**config.mk**
```make
export PLATFORM = sky130hd
export DESIGN_NAME = ejector_buffered
export DESIGN_NICKNAME = d
export VERILOG_FILES = /design/src/rtl/ejector_buffered_pkg.sv /design/src/rtl/ejector_buffered_arbiter.sv /design/src/rtl/ejector_buffered.sv
export SDC_FILE = /design/constraint.sdc
export NUM_CORES = 1
export LEC_CHECK = 0
export CAP_MARGIN = 5
export CORE_MARGIN = 4
export CORE_UTILIZATION = 40
export CTS_CLUSTER_SIZE = 25
export DETAILED_ROUTE_END_ITERATION = 8
export PLACE_DENSITY = 0.66
export SLEW_MARGIN = 20
export SYNTH_ARGS = -nofsm -noshare
export SYNTH_HDL_FRONTEND = slang
export SYNTH_HIERARCHICAL = 1
export SYNTH_SLANG_ARGS = --single-unit
```
**constraint.sdc**
```tcl
create_clock -name clk -period 11.6 [get_ports clk]
set_input_delay 1.16 -clock clk [delete_from_list [all_inputs] [get_ports clk]]
set_output_delay 1.16 -clock clk [all_outputs]
set_load 0.01 [all_outputs]
```
**src/rtl/ejector_buffered_pkg.sv**
```systemverilog
// ---------------------------------------------------------------------------
// ejector_buffered_pkg
// Shared definitions for the buffered local ejector:
//   - default channel count and flit width for the router datapath
//   - arbitration mode constants (fixed priority / round-robin)
//   - clog2 helper usable in parameter and port-width expressions
// ---------------------------------------------------------------------------
package ejector_buffered_pkg;

  localparam int WIDTH_PORT_DEF  = 64;
  localparam int NUM_CHANNEL_DEF = 5;

  localparam int ARB_FIXED = 0;
  localparam int ARB_RR    = 1;

  // Ceiling log2; clog2(1) = 0.
  function automatic int clog2(input int v);
    int r;
    int x;
    r = 0;
    x = v - 1;
    while (x > 0) begin
      r = r + 1;
      x = x >> 1;
    end
    return r;
  endfunction

endpackage

```
**src/rtl/ejector_buffered_arbiter.sv**
```systemverilog
// ---------------------------------------------------------------------------
// eject_arbiter
// Combinational multi-grant arbiter for the local ejection port.
// Grants up to i_limit of the requesting channels in scan order:
//   ARB_FIXED : scan NUM_CHANNEL-1 down to 0
//   ARB_RR    : scan upward from i_rr_ptr, wrapping
// Ports:
//   i_local_vector  request bit per channel
//   i_limit         max grants this cycle (<= EJECT_WIDTH)
//   i_rr_ptr        round-robin start index
//   o_grant         grant bit per channel (subset of requests)
//   o_grant_idx     granted channel indices in scan order
//   o_grant_cnt     number of grants
//   o_rr_next       last granted index + 1 (mod NUM_CHANNEL), or i_rr_ptr
// ---------------------------------------------------------------------------
module eject_arbiter
  import ejector_buffered_pkg::*;
#(
  parameter int NUM_CHANNEL = NUM_CHANNEL_DEF,
  parameter int EJECT_WIDTH = 2,
  parameter int ARB_MODE    = ARB_FIXED,
  parameter int IDX_W       = 3,
  parameter int CNT_W       = 3
) (
  input  logic [NUM_CHANNEL-1:0] i_local_vector,
  input  logic [CNT_W-1:0]       i_limit,
  input  logic [IDX_W-1:0]       i_rr_ptr,
  output logic [NUM_CHANNEL-1:0] o_grant,
  output logic [IDX_W-1:0]       o_grant_idx [EJECT_WIDTH],
  output logic [CNT_W-1:0]       o_grant_cnt,
  output logic [IDX_W-1:0]       o_rr_next
);

  always_comb begin : scan
    int                     cnt;
    int                     idx_i;
    logic [IDX_W-1:0]       idx;
    logic [NUM_CHANNEL-1:0] mask;

    o_grant   = '0;
    o_rr_next = i_rr_ptr;
    for (int j = 0; j < EJECT_WIDTH; j++) begin
      o_grant_idx[j] = '0;
    end
    cnt   = 0;
    idx_i = 0;
    idx   = '0;
    mask  = '0;

    for (int k = 0; k < NUM_CHANNEL; k++) begin
      if (ARB_MODE == ARB_RR) begin
        idx_i = (int'(i_rr_ptr) + k) % NUM_CHANNEL;
      end else begin
        idx_i = NUM_CHANNEL - 1 - k;
      end
      idx  = IDX_W'(idx_i);
      // One-hot mask keeps the request test free of variable bit-selects.
      mask = NUM_CHANNEL'(1) << idx;
      if (|(i_local_vector & mask) && (cnt < int'(i_limit)) && (cnt < EJECT_WIDTH)) begin
        o_grant = o_grant | mask;
        for (int j = 0; j < EJECT_WIDTH; j++) begin
          if (j == cnt) begin
            o_grant_idx[j] = idx;
          end
        end
        cnt       = cnt + 1;
        o_rr_next = IDX_W'((idx_i + 1) % NUM_CHANNEL);
      end
    end

    o_grant_cnt = CNT_W'(cnt);
  end

endmodule

```
**src/rtl/ejector_buffered.sv**
```systemverilog
// ---------------------------------------------------------------------------
// ejector_buffered
// Local ejector accepting up to EJECT_WIDTH locally-destined flits per cycle
// into a DEPTH-entry FIFO that drains to the PE over valid/ready.
// Ports:
//   clk          clock, rising edge
//   reset_n      asynchronous active-low reset
//   flits_in     packed channel flits, channel i at [i*WIDTH_PORT +: WIDTH_PORT]
//   localVector  bit i = flit i wants the local port
//   eject_grant  bit i = flit i accepted this cycle (combinational)
//   localFlit    FIFO head (0 when empty)
//   local_valid  FIFO non-empty
//   local_ready  PE takes localFlit this cycle
//   fifo_count   current occupancy
// ---------------------------------------------------------------------------
module ejector_buffered
  import ejector_buffered_pkg::*;
#(
  parameter int NUM_CHANNEL = NUM_CHANNEL_DEF,
  parameter int WIDTH_PORT  = WIDTH_PORT_DEF,
  parameter int EJECT_WIDTH = 2,
  parameter int DEPTH       = 4,
  parameter int ARB_MODE    = ARB_FIXED
) (
  input  logic                              clk,
  input  logic                              reset_n,
  input  logic [NUM_CHANNEL*WIDTH_PORT-1:0] flits_in,
  input  logic [NUM_CHANNEL-1:0]            localVector,
  output logic [NUM_CHANNEL-1:0]            eject_grant,
  output logic [WIDTH_PORT-1:0]             localFlit,
  output logic                              local_valid,
  input  logic                              local_ready,
  output logic [clog2(DEPTH):0]             fifo_count
);

  localparam int IDX_W = (clog2(NUM_CHANNEL) < 1) ? 1 : clog2(NUM_CHANNEL);
  localparam int PTR_W = (clog2(DEPTH) < 1) ? 1 : clog2(DEPTH);
  localparam int CNT_W = clog2(DEPTH) + 1;
  localparam int MEM_N = 1 << PTR_W;

  logic [WIDTH_PORT-1:0] r_mem [MEM_N];
  logic [PTR_W-1:0]      r_wr_ptr;
  logic [PTR_W-1:0]      r_rd_ptr;
  logic [CNT_W-1:0]      r_count;
  logic [IDX_W-1:0]      r_rr_ptr;

  logic [WIDTH_PORT-1:0] w_flit      [NUM_CHANNEL];
  logic [IDX_W-1:0]      w_grant_idx [EJECT_WIDTH];
  logic [PTR_W-1:0]      w_wr_addr   [EJECT_WIDTH];
  logic [CNT_W-1:0]      w_free;
  logic [CNT_W-1:0]      w_limit;
  logic [CNT_W-1:0]      w_grant_cnt;
  logic [IDX_W-1:0]      w_rr_next;
  logic [NUM_CHANNEL-1:0] w_grant;
  logic                  w_pop;

  for (genvar i = 0; i < NUM_CHANNEL; i++) begin : g_unpack
    assign w_flit[i] = flits_in[i*WIDTH_PORT +: WIDTH_PORT];
  end

  // Free space ignores a same-cycle pop so local_ready never reaches the
  // grant path. Limit is forced to 0 while in reset so no grant is issued.
  assign w_free  = CNT_W'(DEPTH) - r_count;
  always_comb begin
    w_limit = '0;
    if (reset_n) begin
      w_limit = (w_free > CNT_W'(EJECT_WIDTH)) ? CNT_W'(EJECT_WIDTH) : w_free;
    end
  end

  eject_arbiter #(
    .NUM_CHANNEL (NUM_CHANNEL),
    .EJECT_WIDTH (EJECT_WIDTH),
    .ARB_MODE    (ARB_MODE),
    .IDX_W       (IDX_W),
    .CNT_W       (CNT_W)
  ) u_arb (
    .i_local_vector (localVector),
    .i_limit        (w_limit),
    .i_rr_ptr       (r_rr_ptr),
    .o_grant        (w_grant),
    .o_grant_idx    (w_grant_idx),
    .o_grant_cnt    (w_grant_cnt),
    .o_rr_next      (w_rr_next)
  );

  assign eject_grant = w_grant;
  assign local_valid = (r_count != '0);
  assign localFlit   = local_valid ? r_mem[r_rd_ptr] : '0;
  assign fifo_count  = r_count;
  assign w_pop       = local_valid & local_ready;

  // Granted flits land in consecutive slots from the write pointer; the
  // pointer width makes the wrap modulo the power-of-two depth.
  for (genvar j = 0; j < EJECT_WIDTH; j++) begin : g_addr
    assign w_wr_addr[j] = r_wr_ptr + PTR_W'(j);
  end

  // Storage is data only: no reset, emptiness is tracked by r_count.
  always_ff @(posedge clk) begin
    for (int j = 0; j < EJECT_WIDTH; j++) begin
      if (j < int'(w_grant_cnt)) begin
        r_mem[w_wr_addr[j]] <= w_flit[w_grant_idx[j]];
      end
    end
  end

  always_ff @(posedge clk or negedge reset_n) begin
    if (!reset_n) begin
      r_wr_ptr <= '0;
      r_rd_ptr <= '0;
      r_count  <= '0;
      r_rr_ptr <= '0;
    end else begin
      r_wr_ptr <= r_wr_ptr + PTR_W'(w_grant_cnt);
      r_rd_ptr <= r_rd_ptr + PTR_W'(w_pop);
      r_count  <= r_count + w_grant_cnt - CNT_W'(w_pop);
      if (ARB_MODE == ARB_RR) begin
        r_rr_ptr <= w_rr_next;
      end
    end
  end

endmodule

```
-- Word-level counts from Yosys, hierarchy flattened
Memory sizes are Yosys's and may differ from the RTL's.
Cells that the tools add are included.
- add/subtract/negate cells: 10
- equality and inequality tests: 4
- muxes and demuxes: 36
- order comparisons: 14
- reduce and logical (&&, ||, !) cells: 14
- bitwise gates (word level): 3
- operators with widths (operator ; number):
    binary-select mux 64 bit (select 3 bit) ; 2
    2-to-1 mux 64 bit ; 5
    == test 2 x 32 -> 1 bit (first input constant) ; 4
    logical NOT 32 bit ; 4
    < comparator 32 x 3 -> 1 bit (second input constant) ; 4
    < comparator 32 x 4 -> 1 bit ; 4
    adder 32 x 2 -> 32 bit (second input constant) ; 3
    2-to-1 mux 32 bit ; 3
    2-to-1 mux 3 bit ; 12
    2-to-1 mux 6 bit ; 4
    logical AND 1 bit ; 9
    < comparator 1 x 3 -> 1 bit (first input constant) ; 3
    >= comparator 4 bit (second input constant) ; 2
    NOT 3 -> 4 bit ; 2
    2-to-1 mux 1 bit ; 6
    2-to-1 mux 5 bit ; 1
    2-to-1 mux 2 bit ; 2
    2-to-1 mux 4 bit ; 1
    adder 3 x 2 -> 3 bit (second input constant) ; 1
    adder 3 bit ; 1
    > comparator 3 x 2 -> 1 bit (second input constant) ; 1
    nonzero test 3 bit ; 1
    subtractor 3 x 1 -> 3 bit ; 1
    subtractor 3 bit (first input constant) ; 1
    4 further kinds ; 4
- register bits after elaboration: 7
- memories kept: 1
- word-level logic and storage cells: 85
- input port bits: 328
- memory bits (writable): 256
- memory list (name ; depth ; width ; read ports ; clocked after memory_dff ; wr ports ; RTL line ; RTL):
    r_mem ; 4 ; 64 ; 1 ; 0 ; 2 ; ejector_buffered.sv:41 ; logic [WIDTH_PORT-1:0] r_mem [MEM_N];

-- Longest topological paths before layout
Gate-level depths: netlist of run 1.
- word-level depth: 27
- gate-level depth with buffers: 29
- gate-level depth less buffers: 28

-- Cells and area by module
The synthesis of run 1 kept the hierarchy.
- by module, submodules not included (module ; instances ; seq. area each (um^2) ; area each (um^2) ; cells each):
    ejector_buffered ; 1 ; 7862.5 ; 17705.7 ; 1338
    eject_arbiter ; 1 ; 0.0 ; 591.8 ; 73

-- Worst setup path before layout of run 1
No wires, ideal clock.
- path type: in2reg
- from: input reset_n
- to: memory r_mem[0][0] (netlist bit) (enable)
- buffers on the path: 0
- setup time: 0.581 ns
- required time: 11.019 ns
- cell stages on the path: 21
- arrival: 10.462 ns
- setup slack: 0.557 ns
- cells stage by stage: o2111a_1 > or3_1 > nand2_1 > inv_1 > ha_1 > ha_1 > a21boi_0 > nor2_1 > o211a_1 > inv_1 > fa_1 > nand3b_1 > a21oi_4 > mux2i_4 > ha_1 > o21ai_0 > nand2_1 > a21oi_4 > nor3b_2 > nor3_1 > o31ai_1
- RTL lines (element ; RTL line ; RTL):
    start: declaration ; ejector_buffered.sv:26 ; input logic reset_n,
    end: declaration ; ejector_buffered.sv:41 ;

==> results of run 1 <==
-- path summary, 6_finish.rpt --
check | from | end | slack, ns | cells after the start
setup / recovery | reset_n | r_mem[3][50] | 2.68 | 26
hold / removal | fifo_count[0] | fifo_count[0] | 0.59 | 1
setup reg to reg | fifo_count[0] | r_mem[3][50] | 3.07 | 28
hold reg to reg | fifo_count[0] | fifo_count[0] | 0.59 | 1
max in group asynchronous | reset_n | r_rd_ptr[1] | 10.40 | 1
min in group asynchronous | reset_n | fifo_count[1] | 0.89 | 1
-- power by group through the flow --
| stage | clock network (mW) | logic [mW] | registers [mW] |
|---|---|---|---|
| CTS | 0.882 | 4.57 | 2.21 |
| detailed placement | 0 | 4.56 | 2.23 |
| global placement | 0 | 4.50 | 2.20 |
| finish | 0.864 | 4.53 | 2.20 |
| global route | 0.919 | 4.88 | 2.25 |
| floorplan | 0 | 3.04 | 2.16 |
-- cell type report --
type / count / area share, %
inverter: 19 / 0.316
tap: 600 / 3.22
antenna: 1 / 0.0107
clock buffer: 37 / 3.24
clock inverter: 11 / 0.413
timing repair buffer: 427 / 18.0
sequential: 263 / 33.7
multi-input combinational: 1004 / 41.1
-- stage by stage --
stage / hold slack (ns) / utilization [%] / power [mW]
global route: 0.647 / 51.6 / 8.05
finish: 0.591 / 51.6 / 7.60
CTS: 0.591 / 51.5 / 7.67
detailed placement: 0.577 / 49.7 / 6.79
floorplan: 0.584 / - / 5.21
global placement: 0.569 / 49.7 / 6.70
-- cells in the final DEF, fill, tap and decap left out, types with 3 or more instances in the layout --
cell / instances
mux2i_1: 510
clkbuf_1: 8
and2_1: 64
dfrtp_1: 5
xnor2_1: 9
edfxtp_1: 256
o22ai_1: 125
mux4_2: 64
clkdlybuf4s50_1: 400
clkbuf_16: 29
nand3b_1: 5
clkinv_1: 7
nor3_1: 5
nor3b_2: 3
nor2_1: 8
ha_1: 19
nand2_1: 5
conb_1: 9
a21oi_2: 49
buf_4: 27
inv_1: 17
a21oi_1: 83
-- flip-flops by register name (all words and copies together), names as in the netlist --
register	flops
r_wr_ptr	2
r_mem	256
fifo_count	3
r_rd_ptr	2
-- worst max-delay path, cell delays in order --
cell and delay [ns]:
clkdlybuf4s50_1 0.70, a21boi_0 0.39, or3_1 0.16, nand2_1 0.19
inv_4 0.54, ha_1 0.31, ha_1 0.24, a21boi_0 0.15
nor2_1 0.16, o211a_1 0.22, inv_1 0.07, fa_1 0.58
nand3b_1 0.15, a21oi_4 0.35, mux2i_4 0.37, ha_1 0.21
nand3b_1 0.12, a31o_1 0.18, a21oi_4 0.12, a211oi_4 0.24
buf_4 0.51, buf_4 0.71, nor3b_2 0.32, buf_4 0.64
a21oi_1 0.28, mux2i_1 0.20
-- layer usage --
metal | wire length [um] | part of all wire (%) | vias up | track usage (%)
li1 | - | - | 6245 | -
met1 | 25200 | 42 | 7001 | 29.6
met2 | 30100 | 50 | 442 | 41.7
met3 | 3160 | 5.3 | 71 | 3.65
met4 | 1250 | 2.1 | 2 | 5.66
met5 | 13 | 0.022 | - | 0
==> impl_metrics.csv, run 1 <==
group,metric,value,unit
cts,cts_max_level,1,
sta,setup_tns,0,ns
floorplan,initial_core_util,40.3,%
sta,slew_headroom,28.3,%
drt,vias_per_cell,5.83,
sta,layout_setup_ws,2.68,ns
floorplan,dieArea,0.0491,mm^2
drt,drtPass1Iterations,7,
worst_setup_path,end_kind,"register",
drt,wl_per_cell,25.3,um
sta,hold_viol,0,
power_and_ir_drop,switching_power,3.12,mW
cells_and_area,seq_area,0.00787,mm^2
power_and_ir_drop,pwr-share-clk,11.4,%
job,maxCapViolCount,0,
power_and_ir_drop,p_int,4.48,mW
cts,cts_root_buf,"clkbuf_16",
sta,period_minus_slack,8.92,ns
cells_and_area,nets,2093,
drt,drc,0,
drt,num_vias,13800,
global_routing,grt_pass1_vias,14900,
drt,drtAntennaViolNets,0,
worst_setup_path,worstSetupStartpointType,"primary input",
placed_design,place_inst,2313,
global_routing,grt_pass1_wl,90000,um
placed_design,pre_cts_ws,2.21,ns
cells_and_area,multi_input_area,0.00959,mm^2
cts,clk_path_buf_depth,3,
logic_synthesis,yosysWarningCount,12,
sta,setup_viol,0,
power_and_ir_drop,ir_drop,0.314,mV
placed_design,numPortBuffers,400,
floorplan,die_w,222,um
floorplan,io_pins,401,
sta,clock_skew,0.00525,ns
worst_setup_path,critPathRequiredTime,11.99,ns
cells_and_area,nFillCells,4008,
power_and_ir_drop,leakagePower,8.79,nW
cells_and_area,final_area,0.0233,mm^2
worst_hold_path,hp-class,"register to register",
power_and_ir_drop,swShare,41.1,%
worst_setup_path,crit_arrival,9.32,ns
floorplan,fp-row-count,78,
sta,slew_viol_final,0,
drt,initialDrtViolationCount,809,
worst_setup_path,critPathKind,"primary input to register",
cts,cts_tree,"yes",
outcome,status,"completed",
cts,clock_latency,0.56,ns
placed_design,gp_congestion,0.815,
cts,holdBufCountCts,0,
sta,rsz0062_at_grt,"no",
cells_and_area,synthToLayoutAreaGrowth,27.9,%
worst_setup_path,cp_max_fo,39,
sta,tightest_slew,1.08,ns
cells_and_area,fin_cells,2362,
power_and_ir_drop,cellPowerDensity,326,mW/mm^2
cells_and_area,drive_above_1_share,11.3,%
cts,clock_sinks,263,
placed_design,hpwl,38700,um
power_and_ir_drop,pwr-share-seq,29.0,%
sta,fmax,112,MHz
global_routing,grt_antenna_before_repair,3,
global_routing,grtUsageTotal,23.3,%
power_and_ir_drop,comb_power_share,59.6,%
global_routing,grt_max_degree,68,
global_routing,grt-ovfl-total,0,
floorplan,coreArea,0.0453,mm^2
logic_synthesis,syn_area,0.0183,mm^2
floorplan,die_y,222,um
cts,cts-resized-gates,0,
logic_synthesis,synth_cells,1404,
sta,fin_crit_sh,76.9,%
logic_synthesis,postSynthAreaPerCell,13.0,um^2
cts,post_cts_buffers,0,
placed_design,placed_cell_area,0.0225,mm^2
cts,clk_pin_slew,0.06,ns
drt,drt_wl_total,59700,um
cts,cts_buffers,29,
Note: power is estimated with default switching activity, not from simulation.
==> run 2: changes to the inputs <==
==> constraint.sdc (replaced) <==
create_clock -name clk -period 9.2 [get_ports clk]
set_input_delay 0.92 -clock clk [delete_from_list [all_inputs] [get_ports clk]]
set_output_delay 0.92 -clock clk [all_outputs]
set_load 0.01 [all_outputs]
==> impl_metrics.csv, run 2 (synthesis results as in run 1) <==
group,metric,value,unit
sta,hold_viol,0,
worst_setup_path,worst-r2r-setup-slack,1.52,ns
power_and_ir_drop,cellPowerDensity,411,mW/mm^2
floorplan,io_pins,401,
floorplan,initial_core_util,40.3,%
cts,clk_path_buf_depth,3,
floorplan,coreArea,0.0453,mm^2
power_and_ir_drop,switching_power,3.95,mW
sta,fin_crit_sh,85.1,%
sta,tightest_slew,1.05,ns
global_routing,grt_antenna_before_repair,4,
cells_and_area,drive_above_1_share,11.2,%
worst_setup_path,r2r_start,"fifo_count[0]",
power_and_ir_drop,p_int,5.69,mW
worst_setup_path,end_kind,"register",
drt,drtPass1Iterations,5,
cells_and_area,synthToLayoutAreaGrowth,28.5,%
sta,hold_slack,0.581,ns
cts,holdBufCountCts,0,
floorplan,dieArea,0.0491,mm^2
drt,drt_wl_total,58900,um
drt,drc,0,
worst_setup_path,endpoint,"r_mem[1][21]",
worst_setup_path,critPathRequiredTime,9.47,ns
cells_and_area,nets,2088,
job,maxCapViolCount,0,
floorplan,die_w,222,um
worst_setup_path,crit_arrival,8.10,ns
sta,setup_tns,0,ns
placed_design,hpwl,37200,um
sta,clock_skew,0.00696,ns
power_and_ir_drop,ir_drop,0.389,mV
worst_setup_path,cp_max_fo,34,
global_routing,grt-ovfl-total,0,
cts,cts-resized-gates,0,
sta,fmax,128,MHz
worst_setup_path,rr_worst_depth,27,
worst_setup_path,critPathKind,"primary input to register",
sta,slew_headroom,30.3,%
cells_and_area,final_common_cell,"mux2i_1",
cts,cts_buffers,28,
cells_and_area,most-common-layout-cells,"mux2i_1 (510), clkdlybuf4s50_1 (400), edfxtp_1 (256), o22ai_1 (125), a21oi_1 (83)",
power_and_ir_drop,swShare,41.0,%
worst_setup_path,startpoint,"reset_n",
floorplan,die_y,222,um
drt,wl_per_cell,24.9,um
sta,setup_viol,0,
floorplan,fp-row-count,78,
worst_setup_path,r2r_end,"r_mem[1][21]",
placed_design,gp_congestion,0.848,
cells_and_area,largest_reg_flops,256,
cts,clock_sinks,263,
global_routing,grt_max_degree,68,
power_and_ir_drop,leakagePower,8.81,nW
worst_hold_path,hp-class,"register to register",
global_routing,grt_pass1_vias,15100,
global_routing,grt_pass1_wl,89400,um
sta,layout_setup_ws,1.37,ns
worst_setup_path,worstSetupStartpointType,"primary input",
drt,num_vias,13700,
power_and_ir_drop,comb_power_share,59.9,%
drt,initialDrtViolationCount,802,
cts,cts_tree,"yes",
sta,slew_viol_final,0,
cts,cts_root_buf,"clkbuf_16",
placed_design,numPortBuffers,400,
global_routing,grtUsageTotal,22.9,%
cts,post_cts_buffers,0,
cts,cts_max_level,1,
placed_design,pre_cts_ws,0.871,ns
sta,rsz0062_at_grt,"no",
drt,drtAntennaViolNets,0,
sta,period_minus_slack,7.83,ns
outcome,status,"completed",
cts,clock_latency,0.55,ns
power_and_ir_drop,pwr-share-seq,28.9,%
power_and_ir_drop,pwr-share-clk,11.2,%
drt,vias_per_cell,5.81,
cts,clk_pin_slew,0.06,ns
[run 2: changes by cell type in the layout (fill, tap and decap cells not counted), sizes merged]
cell / previous run / this run
diode: 1 / 3
clkinv: 9 / 12
buf: 27 / 23
clkbuf: 37 / 36
inv: 19 / 20
[run 2: how the worst min path moves through the flow]
stage | endpoint | startpoint | cells after the start
4_1_cts | fifo_count[0] | fifo_count[0] | 1
3_3_place_gp | fifo_count[0] | fifo_count[0] | 1
2_1_floorplan | fifo_count[0] | fifo_count[0] | 1
5_1_grt | fifo_count[0] | fifo_count[0] | 1
3_5_place_dp | fifo_count[0] | fifo_count[0] | 1
6_report | fifo_count[0] | fifo_count[0] | 1
[run 2: routing by layer]
layer	wire length (um)	GRT usage, %
met1	25200	29.1
met2	29000	40.4
met3	3470	4.40
met4	1210	5.48
met5	0	0
[run 2: through the flow]
stage          power [mW]  area (um^2)  instances  utilization [%]
2_1_floorplan        6.55        18300       1411                -
3_3_place_gp         8.50        22600       2309             49.9
3_5_place_dp         8.61        22600       2309             49.9
4_1_cts              9.72        23400       2360             51.8
5_1_grt              10.2        23500       2363             51.8
6_report             9.63        23500       2363             51.8
[run 2: critical path: stages]
cell             delay, ns
clkdlybuf4s50_1       0.61
o2111a_1              0.32
or3_1                 0.36
nand2_1               0.26
inv_4                 0.05
ha_1                  0.23
ha_1                  0.28
a21boi_0              0.14
nor2_1                0.14
o211a_1               0.22
inv_1                 0.07
fa_1                  0.60
nand3b_1              0.16
a21oi_4               0.35
mux2i_4               0.37
ha_1                  0.21
nand3b_1              0.11
a31o_1                0.18
a21oi_4               0.12
a21oi_1               0.56
or2_2                 0.87
buf_12                0.31
o22ai_1               0.12
a21oi_1               0.40
mux2i_1               0.14
[run 2: power groups by stage]
| stage | Sequential, mW | Combinational (mW) | Clock [mW] |
|---|---|---|---|
| floorplan | 2.71 | 3.84 | 0 |
| global placement | 2.78 | 5.72 | 0 |
| detailed placement | 2.82 | 5.79 | 0 |
| CTS | 2.79 | 5.82 | 1.11 |
| global route | 2.85 | 6.20 | 1.16 |
| finish | 2.78 | 5.77 | 1.08 |
[run 2: layout make-up]
cell class | instances | area, um^2
antenna | 3 | 7.51
clock buffer | 36 | 731
clock inverter | 15 | 130
fill | 3927 | 21800
inverter | 19 | 73.8
multi-input combinational | 1004 | 9590
sequential | 263 | 7870
tap | 600 | 751
timing repair buffer | 423 | 4300
